File: src/rtl/ps2_host_transmitter.sv
// Host-to-device PS/2 command transmitter: inhibit, start bit, device-clocked data,
// odd parity and stop, then the device's line-control acknowledge.
`timescale 1ns/1ps
module ps2_host_transmitter #(
  parameter int inhibit_cycles = 5000,
  parameter int timeout_cycles = 750000
) (
  input  logic       clock,
  input  logic       reset,
  input  logic [7:0] tx_data,
  input  logic       tx_valid,
  output logic       tx_ready,
  output logic       tx_done,
  output logic       tx_error,
  output logic       busy,
  input  logic       ps2_clock_in,
  input  logic       ps2_data_in,
  output logic       ps2_clock_drive_low,
  output logic       ps2_data_drive_low
);

  localparam int timeout_w = $clog2(timeout_cycles + 1);
  localparam int inhibit_w = (inhibit_cycles > 1) ? $clog2(inhibit_cycles) : 1;
  localparam logic [timeout_w-1:0] timeout_load = timeout_w'(timeout_cycles);
  localparam logic [inhibit_w-1:0] inhibit_load = inhibit_w'(inhibit_cycles - 1);

  typedef enum logic [2:0] {
    IDLE,
    INHIBIT,
    START,
    BITS,
    ACK,
    RELEASE
  } state_t;

  state_t               state_reg, state_next;
  logic [9:0]           frame_reg, frame_next;
  logic [3:0]           bit_count_reg, bit_count_next;
  logic [inhibit_w-1:0] inhibit_count_reg, inhibit_count_next;
  logic [timeout_w-1:0] timeout_count_reg, timeout_count_next;
  logic                 ok_reg, ok_next;
  logic                 tx_ready_next, tx_done_next, tx_error_next, busy_next;
  logic                 clock_drive_next, data_drive_next;

  logic clock_meta_reg, clock_sync_reg, clock_prev_reg;
  logic data_meta_reg, data_sync_reg;
  logic fall;

  // Idle-high pads, so the synchronizers reset to 1 to avoid a spurious edge.
  always_ff @(posedge clock or posedge reset) begin
    if (reset) begin
      clock_meta_reg <= 1'b1;
      clock_sync_reg <= 1'b1;
      clock_prev_reg <= 1'b1;
      data_meta_reg  <= 1'b1;
      data_sync_reg  <= 1'b1;
    end else begin
      clock_meta_reg <= ps2_clock_in;
      clock_sync_reg <= clock_meta_reg;
      clock_prev_reg <= clock_sync_reg;
      data_meta_reg  <= ps2_data_in;
      data_sync_reg  <= data_meta_reg;
    end
  end

  assign fall = clock_prev_reg & ~clock_sync_reg;

  always_comb begin
    state_next         = state_reg;
    frame_next         = frame_reg;
    bit_count_next     = bit_count_reg;
    inhibit_count_next = inhibit_count_reg;
    timeout_count_next = timeout_count_reg;
    ok_next            = ok_reg;
    clock_drive_next   = ps2_clock_drive_low;
    data_drive_next    = ps2_data_drive_low;
    tx_done_next       = 1'b0;
    tx_error_next      = 1'b0;

    case (state_reg)
      IDLE: begin
        clock_drive_next = 1'b0;
        data_drive_next  = 1'b0;
        if (tx_valid && tx_ready) begin
          frame_next         = {1'b1, ~^tx_data, tx_data};
          bit_count_next     = 4'd0;
          inhibit_count_next = inhibit_load;
          ok_next            = 1'b0;
          clock_drive_next   = 1'b1;
          state_next         = INHIBIT;
        end
      end
      INHIBIT: begin
        if (inhibit_count_reg == '0) begin
          clock_drive_next = 1'b0;
          data_drive_next  = 1'b1;
          state_next       = START;
        end else begin
          inhibit_count_next = inhibit_count_reg - inhibit_w'(1);
        end
      end
      START: begin
        timeout_count_next = timeout_load;
        state_next         = BITS;
      end
      BITS: begin
        if (fall) begin
          // Frame shifts out LSB first; stop bit (1) releases the data line.
          data_drive_next    = ~frame_reg[0];
          frame_next         = {1'b1, frame_reg[9:1]};
          bit_count_next     = bit_count_reg + 4'd1;
          timeout_count_next = timeout_load;
          if (bit_count_reg == 4'd9) state_next = ACK;
        end else if (timeout_count_reg == '0) begin
          clock_drive_next = 1'b0;
          data_drive_next  = 1'b0;
          tx_error_next    = 1'b1;
          state_next       = IDLE;
        end else begin
          timeout_count_next = timeout_count_reg - timeout_w'(1);
        end
      end
      ACK: begin
        if (fall) begin
          timeout_count_next = timeout_load;
          state_next         = RELEASE;
          ok_next            = ~data_sync_reg;
          tx_error_next      = data_sync_reg;
        end else if (timeout_count_reg == '0) begin
          clock_drive_next = 1'b0;
          data_drive_next  = 1'b0;
          tx_error_next    = 1'b1;
          state_next       = IDLE;
        end else begin
          timeout_count_next = timeout_count_reg - timeout_w'(1);
        end
      end
      RELEASE: begin
        clock_drive_next = 1'b0;
        data_drive_next  = 1'b0;
        if (clock_sync_reg && data_sync_reg) begin
          tx_done_next = ok_reg;
          state_next   = IDLE;
        end else if (timeout_count_reg == '0) begin
          // A NACKed transfer already reported its error.
          tx_error_next = ok_reg;
          state_next    = IDLE;
        end else begin
          timeout_count_next = timeout_count_reg - timeout_w'(1);
        end
      end
      default: begin
        clock_drive_next = 1'b0;
        data_drive_next  = 1'b0;
        state_next       = IDLE;
      end
    endcase

    busy_next     = (state_next != IDLE);
    tx_ready_next = (state_reg == IDLE) && (state_next == IDLE);
  end

  always_ff @(posedge clock or posedge reset) begin
    if (reset) begin
      state_reg           <= IDLE;
      frame_reg           <= '0;
      bit_count_reg       <= '0;
      inhibit_count_reg   <= '0;
      timeout_count_reg   <= '0;
      ok_reg              <= 1'b0;
      tx_ready            <= 1'b1;
      tx_done             <= 1'b0;
      tx_error            <= 1'b0;
      busy                <= 1'b0;
      ps2_clock_drive_low <= 1'b0;
      ps2_data_drive_low  <= 1'b0;
    end else begin
      state_reg           <= state_next;
      frame_reg           <= frame_next;
      bit_count_reg       <= bit_count_next;
      inhibit_count_reg   <= inhibit_count_next;
      timeout_count_reg   <= timeout_count_next;
      ok_reg              <= ok_next;
      tx_ready            <= tx_ready_next;
      tx_done             <= tx_done_next;
      tx_error            <= tx_error_next;
      busy                <= busy_next;
      ps2_clock_drive_low <= clock_drive_next;
      ps2_data_drive_low  <= data_drive_next;
    end
  end

endmodule

File: config.mk
export PLATFORM = sky130hd
export DESIGN_NAME = ps2_host_transmitter
export DESIGN_NICKNAME = d
export VERILOG_FILES = /design/src/rtl/ps2_host_transmitter.sv
export SDC_FILE = /design/constraint.sdc
export NUM_CORES = 1
export LEC_CHECK = 0
export ABC_AREA = 1
export CAP_MARGIN = 5
export CORE_MARGIN = 2
export CORE_UTILIZATION = 35
export DETAILED_ROUTE_END_ITERATION = 6
export GPL_TIMING_DRIVEN = 0
export HOLD_SLACK_MARGIN = 0.06
export PLACE_DENSITY = 0.5
export SETUP_SLACK_MARGIN = 0.15
export SYNTH_ARGS = -nofsm -noshare
export SYNTH_HDL_FRONTEND = slang
export SYNTH_SLANG_ARGS = --single-unit
File: constraint.sdc
create_clock -name clock -period 3.09 [get_ports clock]
set_input_delay 0.618 -clock clock [delete_from_list [all_inputs] [get_ports clock]]
set_output_delay 0.618 -clock clock [all_outputs]
set_load 0.1 [all_outputs]
# Word-level counts from Yosys, hierarchy flattened
# Index checks and enable logic that the tools add are counted.
dict set report classes {
  n_addsub 3
  n_eq_ne 15
  n_mux 42
  bitwise 5
  reduce_logical 20
}
# cell count
set ops {}
lappend ops {{20-bit 2-to-1 mux} 3}
lappend ops {{20-bit one-hot mux with 3 select lines} 1}
lappend ops {{13-bit 2-to-1 mux} 2}
lappend ops {{13-bit one-hot mux with 2 select lines} 1}
lappend ops {{3-bit 2-to-1 mux} 7}
lappend ops {{20-bit logical NOT} 1}
lappend ops {{10-bit 2-to-1 mux} 2}
lappend ops {{10-bit one-hot mux with 2 select lines} 1}
lappend ops {{20-bit by 1-bit subtractor with 20-bit output (second input constant)} 1}
lappend ops {{3-bit one-hot mux with 6 select lines} 1}
lappend ops {{1-bit 2-to-1 mux} 17}
lappend ops {{2-bit != test (second input constant)} 8}
lappend ops {{13-bit logical NOT} 1}
lappend ops {{13-bit by 1-bit subtractor with 13-bit output (second input constant)} 1}
lappend ops {{3-bit AND reduction} 4}
lappend ops {{4-bit 2-to-1 mux} 2}
lappend ops {{1-bit one-hot mux with 4 select lines} 2}
lappend ops {{4-bit one-hot mux with 2 select lines} 1}
lappend ops {{8-bit XNOR reduction} 1}
lappend ops {{3-bit by 2-bit equality test with 1-bit output (second input constant)} 2}
lappend ops {{3-bit equality test (second input constant)} 2}
lappend ops {{3-bit logical NOT} 2}
lappend ops {{2-bit nonzero test} 3}
lappend ops {{3-bit nonzero test} 2}
lappend ops {{other kinds (12)} 17}
dict set report word_totals {
  regBits 62
  output_inout_bits 6
}

# Longest topological paths before layout
# Gate-level depths: netlist of run 1.
dict set report depth {
  ltp_word 6
  ltp_mapped 12
  depth_no_buf 12
}

# Least setup slack after synthesis of run 1
# OpenSTA, ideal clock, no wires.
dict set report synth_path {
  path_type {register -> register}
  start {register tx_ready}
  end {register frame_reg[0]}
  setup_ps 127
  arrival_time_ps 1596
  required_ps 2963
  setup_slack_ps 1367
  stages_incl_launch_ff 8
  path_buffers 2
  synth_period_minus_slack_ps 1723
  cell_sequence {dfstp_2 > nand2_1 > inv_1 > nand3_1 > nand2_1 > buf_4 > buf_4 > a31oi_1}
}
dict set report synth_between {
  elab_chain_cells 3
}
# element line_no
set synth_lines {}
lappend synth_lines {{start: declaration} 12} ;# output logic tx_ready,
lappend synth_lines {{start signal: assignment} 184} ;# tx_ready <= tx_ready_next;
lappend synth_lines {{1-bit logical AND} 84} ;# if (tx_valid && tx_ready) begin
lappend synth_lines {{2-bit != test (no line)} --}
lappend synth_lines {{3-bit AND reduction (no line)} --}
lappend synth_lines {{end signal: assignment} 179} ;# frame_reg <= frame_next;
lappend synth_lines {{end: declaration} 37} ;# logic [9:0] frame_reg, frame_next;
# Every way passes these cells.
# A chain may end at the register's enable or synchronous reset.

# Worst setup path in the final report of run 1
dict set report layout_path {
  start {register tx_ready}
  end {output port tx_ready}
}
# No word-level cell between the ends.

==> impl_metrics.yaml, run 1 <==
status:
  status: "finished, final reports clean"
sta:
  holdWs_ps: 356.1
  post-route-period-util: 0.8397
  setup_violations: 0
  hold_viol: 0
  rsz0062_at_grt: "no"
  period_needed_ps: 2595
  setup_ws_ps: 495.4
  drv_slew: 0
  finClkSkew_ps: 15.62
  fmax_ghz: 0.3854
  worst_slew_pin_slew_ps: 974.4
  slew_headroom: 0.3483
cells_and_area:
  final_common_cell: "nand2_1"
  layout_common_cells: "123 x nand2_1, 65 x nor2_1, 62 x inv_1, 56 x dfrtp_1, 38 x nand3_1"
  drive_above_1_share: 0.09820
  n_antenna_cell: 0
  area_growth_pct: 15.51
  largest_register_ffs: 20
  postLayoutCoreUtil: 0.4109
  fin_nets: 511
clock_network:
  cts_hold_buf: 0
  post_cts_buffers: 0
  clockRootBuffer: "clkbuf_8"
  ctsResizeCount: 0
  path_clk_slew_ps: 60
  htree_levels: 3
  cts-buffers-inserted: 9
  cts_tree: "done"
  clockBufferDepth: 2
  insertion_delay_ps: 340
  clkSinkCount: 62
worst_setup_path:
  crit_required_ps: 2470
  critPathTopFamily: "buffers and inverters"
  critPathCaptureType: "output port"
  cp.arrival_ps: 1980
  cp_max_fo: 2
  critical-path-slowest-cell: "clkdlybuf4s50_1"
  start_kind: "register"
  critical_path_class: "register to output port"
  path_buf_inv: 1
  slowest_delay_ps: 1120
  crit_chain: "clkdlybuf4s50_1"
grt:
  antenna_found_initial: 0
  grt_pass1_vias: 2809
  grt_pass1_wl_um: 13160
  grt-ovfl-total: 0
  grt_max_degree: 39
  grtUsageTotal: 0.1586
synthesis:
  synth_top_area_cell: "dfrtp_1"
  seq_area_frac_synth: 0.4526
  syn_inst: 464
  synthTopCellsByArea: "dfrtp_1 41%, nand2_1 13%, nor2_1 7.1%"
  yosysWarnings: 0
  ys_types: 34
  synth.cell_area_sq_um: 3445
  syn_avg_cell_area_sq_um: 7.424
  synth_top_area_share: 0.4068
  synth_seq_cells: 62
  syn-num-nets: 481
route:
  routed_wl_um: 7364
  drt-vias-per-instance: 4.604
  drtPass1Iterations: 4
  drtIter0Drc: 161
  wl_per_cell_um: 11.65
  ant_nets: 0
  drc: 0
  vias: 2910
die:
  die_y_um: 103.2
  pin_count: 19
  core_sq_um: 9684
  fp-row-count: 36
  start_util: 0.3557
  dieArea_sq_um: 10650
  die_w_um: 103.2
placement:
  gp_congestion: 0.8137
  pre_cts_slack_ps: 832.2
  portBuffers: 18
  dp_hpwl_um: 5442
worst_hold_path:
  min_path_type: "register to register"
power:
  p_per_area_nw_per_um2: 824.2
  power_mw: 3.279
  p_leak_nw: 1.952
  ir_worst_vdd_mv: 0.3325
flow_run:
  cap_violations: 0
## final timing paths
path | startpoint | end | slack [ps] | cells after the start
max reg2reg | timeout_count_reg[0]$_DFFE_PP0P_ | busy$_DFF_PP0_ | 1160 | 10
min in group asynchronous | reset | timeout_count_reg[2]$_DFFE_PP0P_ | 650 | 2
min | data_meta_reg$_DFF_PP1_ | data_sync_reg$_DFF_PP1_ | 360 | 0
max | tx_ready$_DFF_PP1_ | tx_ready | 500 | 1
max in group asynchronous | reset | clock_sync_reg$_DFF_PP1_ | 1770 | 3
min reg2reg | data_meta_reg$_DFF_PP1_ | data_sync_reg$_DFF_PP1_ | 360 | 0
## kinds of logic (layout without fill, tap and decap cells)
kind of cell,after synthesis,after routing,share of synthesized area
AOI/OAI and AO/OA,47,47,0.07628
xor gates and xnor gates,13,13,0.03306
adders and majority gates,4,4,0.01453
buffers and inverters,76,111,0.08972
DFF,62,62,0.4526
and+or+nand+nor,262,262,0.3338
## area by class of cell
| type | instances | area (sq um) |
|---|---|---|
| Buffer | 9 | 55.05 |
| Clock buffer | 12 | 145.1 |
| Clock inverter | 4 | 22.52 |
| Fill cell | 1004 | 5705 |
| Inverter | 67 | 254.0 |
| Multi-Input combinational cell | 326 | 1577 |
| Sequential cell | 62 | 1559 |
| Tap cell | 133 | 166.4 |
| Timing Repair Buffer | 19 | 200.2 |
## per-layer routing
layer  track usage  share of wire
met4       0.04858         0.0083
met3       0.03495          0.036
met5             0              0
met1        0.2341           0.53
met2        0.2328           0.43
## synth_stat cells
master,count
a21oi_1,8
a21oi_2,1
a31oi_1,10
buf_2,2
buf_4,5
clkbuf_1,2
dfrtp_1,56
dfstp_2,6
ha_1,4
inv_1,63
inv_2,3
inv_4,1
nand2_1,123
nand2_2,6
nand3_1,38
nand3_2,2
nand3b_1,2
nand4_1,9
nor2_1,65
nor2_2,3
nor2_4,2
nor3_1,7
nor3_4,1
nor3b_1,1
nor3b_2,1
nor4_1,2
o21ai_0,23
o21ai_1,1
o221ai_1,1
o22ai_1,1
o2bb2ai_1,1
o31ai_1,1
xnor2_1,5
xor2_1,8
## per-stage QoR
stage | setup TNS [ps] | cells | instance area (sq um)
CTS | 0 | 632 | 3979
detailed placement | 0 | 616 | 3811
global route | 0 | 632 | 3979
global placement | -19150 | 615 | 3791
finish | 0 | 632 | 3979
floorplan | 0 | 464 | 3445
## power breakdown
part,internal (mW),leakage [nW],switching [mW],total (mW)
registers,1.05,0.723,0.178,1.23
clock network,0.309,0.0861,0.307,0.616
logic,0.457,1.14,0.981,1.44
Note: power is estimated with default switching activity, not from simulation.
==> inputs of run 2 (changes only) <==
--- a/config.mk
+++ b/config.mk
@@ -12,7 +12,7 @@
 export DETAILED_ROUTE_END_ITERATION = 6
 export GPL_TIMING_DRIVEN = 0
 export HOLD_SLACK_MARGIN = 0.06
-export PLACE_DENSITY = 0.5
+export PLACE_DENSITY = 0.52
 export SETUP_SLACK_MARGIN = 0.15
 export SYNTH_ARGS = -nofsm -noshare
 export SYNTH_HDL_FRONTEND = slang
==> constraint.sdc (replaced) <==
create_clock -name clock -period 2.11 [get_ports clock]
set_input_delay 0.422 -clock clock [delete_from_list [all_inputs] [get_ports clock]]
set_output_delay 0.422 -clock clock [all_outputs]
set_load 0.1 [all_outputs]
==> run 2 against run 1 <==
Die area unchanged. Critical path depth did not move. Clock power increased by 74%. Worst hold slack improved by 0.89 ps. Register-to-register slack got worse by 890 ps. Core utilization grew 0.80 points. Cell area up 1.9%. First-iteration DRC count is 42% lower. Critical path type unchanged. Critical endpoint is now tx_error. Largest cell class unchanged.
==> impl_metrics.yaml, run 2 (synthesized netlist as in run 1, its figures left out) <==
worst_setup_path:
  cp_max_fo: 1
  cp.arrival_ps: 1490
  crit_required_ps: 1690
  critPathCaptureType: "output port"
  r2r_slack_ps: 270
  cp_num_cells: 1
  rr_worst_depth: 10
  r2r-start: "timeout_count_reg[0]$_DFFE_PP0P_"
  critical_path.endpoint: "tx_error"
  r2r-end: "busy$_DFF_PP0_"
  path_buf_inv: 1
  start_kind: "register"
  crit_chain: "clkdlybuf4s15_1"
  critPathTopFamily: "buffers and inverters"
  startpoint: "tx_error$_DFF_PP0_"
  slowest_delay_ps: 820
  critical_path_class: "register to output port"
  critical-path-slowest-cell: "clkdlybuf4s15_1"
clock_network:
  path_clk_slew_ps: 80
  cts-buffers-inserted: 9
  cts_tree: "done"
  clockRootBuffer: "clkbuf_8"
  clockBufferDepth: 2
  insertion_delay_ps: 340
  clkSinkCount: 62
  htree_levels: 3
power:
  p_per_area_nw_per_um2: 1228
  p_seq_frac: 0.360
  p_leak_nw: 1.980
  internal-power_mw: 2.782
  combPwrFrac: 0.426
  switching_share: 0.4414
  p_clk_frac: 0.214
  power.switching_mw: 2.198
  ir_worst_vdd_mv: 0.4729
die:
  dieArea_sq_um: 10650
  core_sq_um: 9684
  fp-row-count: 36
  pin_count: 19
  die_w_um: 103.2
  die_y_um: 103.2
  start_util: 0.3557
placement:
  dp_cells: 616
  dp_hpwl_um: 5458
  portBuffers: 18
  dpl-instance-area_sq_um: 3811
  gp_congestion: 0.8324
cells_and_area:
  postLayoutCoreUtil: 0.4189
  fin_nets: 513
  multi_input_area_sq_um: 1612
  final_common_cell: "nand2_1"
  stdcell_count: 634
  drive_above_1_share: 0.1238
  n_fill_cell: 1012
  n_antenna_cell: 0
  layout_common_cells: "123 x nand2_1, 62 x inv_1, 61 x nor2_1, 56 x dfrtp_1, 38 x nand3_1"
  largest_register_ffs: 20
  area_growth_pct: 17.76
  register_area_sq_um: 1559
  final_cell_area_sq_um: 4056
sta:
  setup_violations: 0
  fin_setup_tns_ps: 0
  worst_slew_pin_slew_ps: 958.9
  holdWs_ps: 357.0
  fmax_ghz: 0.5232
  rsz0062_at_grt: "yes"
  period_needed_ps: 1911
  hold_viol: 0
  drv_slew: 0
  slew_headroom: 0.3632
  post-route-period-util: 0.9059
  finClkSkew_ps: 13.57
route:
  drt-vias-per-instance: 4.692
  vias: 2975
  routed_wl_um: 7438
  drtIter0Drc: 94
  drtPass1Iterations: 4
  drc: 0
  ant_nets: 0
  wl_per_cell_um: 11.73
worst_hold_path:
  min_path_type: "register to register"
grt:
  grtUsageTotal: 0.1569
  antenna_found_initial: 0
  grt_pass1_wl_um: 13120
  grt-ovfl-total: 0
  grt_pass1_vias: 2863
  grt_max_degree: 39
status:
  status: "finished, final reports clean"
flow_run:
  cap_violations: 0
run 2: cell count changes in the layout (fill, tap and decap cells not counted), sizes merged:
cell / before / now
clkinv: 3 / 2
clkinvlp: 1 / 2
clkdlybuf4s15: 0 / 4
clkdlybuf4s50: 18 / 12
buf: 8 / 10
clkbuf: 14 / 15
bufinv: 0 / 1
run 2: what timing repair did:
| item | 4_1_cts | 5_1_grt |
|---|---|---|
| setup buffers | 0 | 2 |
| gates resized for setup | 13 | 15 |
| hold buffers | 0 | 0 |
| endpoints found under the setup margin | 7 | 46 |
| pin swaps | 1 | 1 |
run 2: per-stage QoR:
step                      setup slack [ps]  power, mW
final                                198.7      4.981
after global routing                 121.2      5.460
after CTS                            161.3      5.020
after detailed placement             58.45      3.946
after global placement               -1108      3.911
after floorplan                      156.5      3.407
run 2: cell type report:
class,instances,area share
multi-input cells,326,0.3973
well taps,133,0.04102
clock buffers,11,0.03486
inverters,67,0.06262
clock inverters,5,0.01450
repair buffers,21,0.05120
flip-flops and latches,62,0.3843
plain buffers,9,0.01419
run 2: power by group through the flow:
stage | Sequential, mW | Clock, mW | Combinational [mW]
final | 1.79 | 1.07 | 2.12
after global routing | 1.84 | 1.16 | 2.46
after CTS | 1.79 | 1.10 | 2.12
after detailed placement | 1.82 | 0 | 2.13
after global placement | 1.81 | 0 | 2.10
after floorplan | 1.95 | 0 | 1.46
run 2: metal layers:
metal,vias up,track usage,part of all wire
met5,-,0,0
met4,0,0.04453,0.015
met3,11,0.03965,0.032
met2,37,0.2473,0.44
met1,1390,0.2152,0.51
li1,1537,-,-
run 2: how the worst min path moves through the flow:
stage,slack (ps),end,cells past startpoint,startpoint
after floorplan,350,clock_sync_reg$_DFF_PP1_,0,clock_meta_reg$_DFF_PP1_
after global placement,350,clock_sync_reg$_DFF_PP1_,0,clock_meta_reg$_DFF_PP1_
after detailed placement,350,data_sync_reg$_DFF_PP1_,0,data_meta_reg$_DFF_PP1_
after CTS,360,data_sync_reg$_DFF_PP1_,0,data_meta_reg$_DFF_PP1_
after global routing,360,data_sync_reg$_DFF_PP1_,0,data_meta_reg$_DFF_PP1_
final,360,data_sync_reg$_DFF_PP1_,0,data_meta_reg$_DFF_PP1_
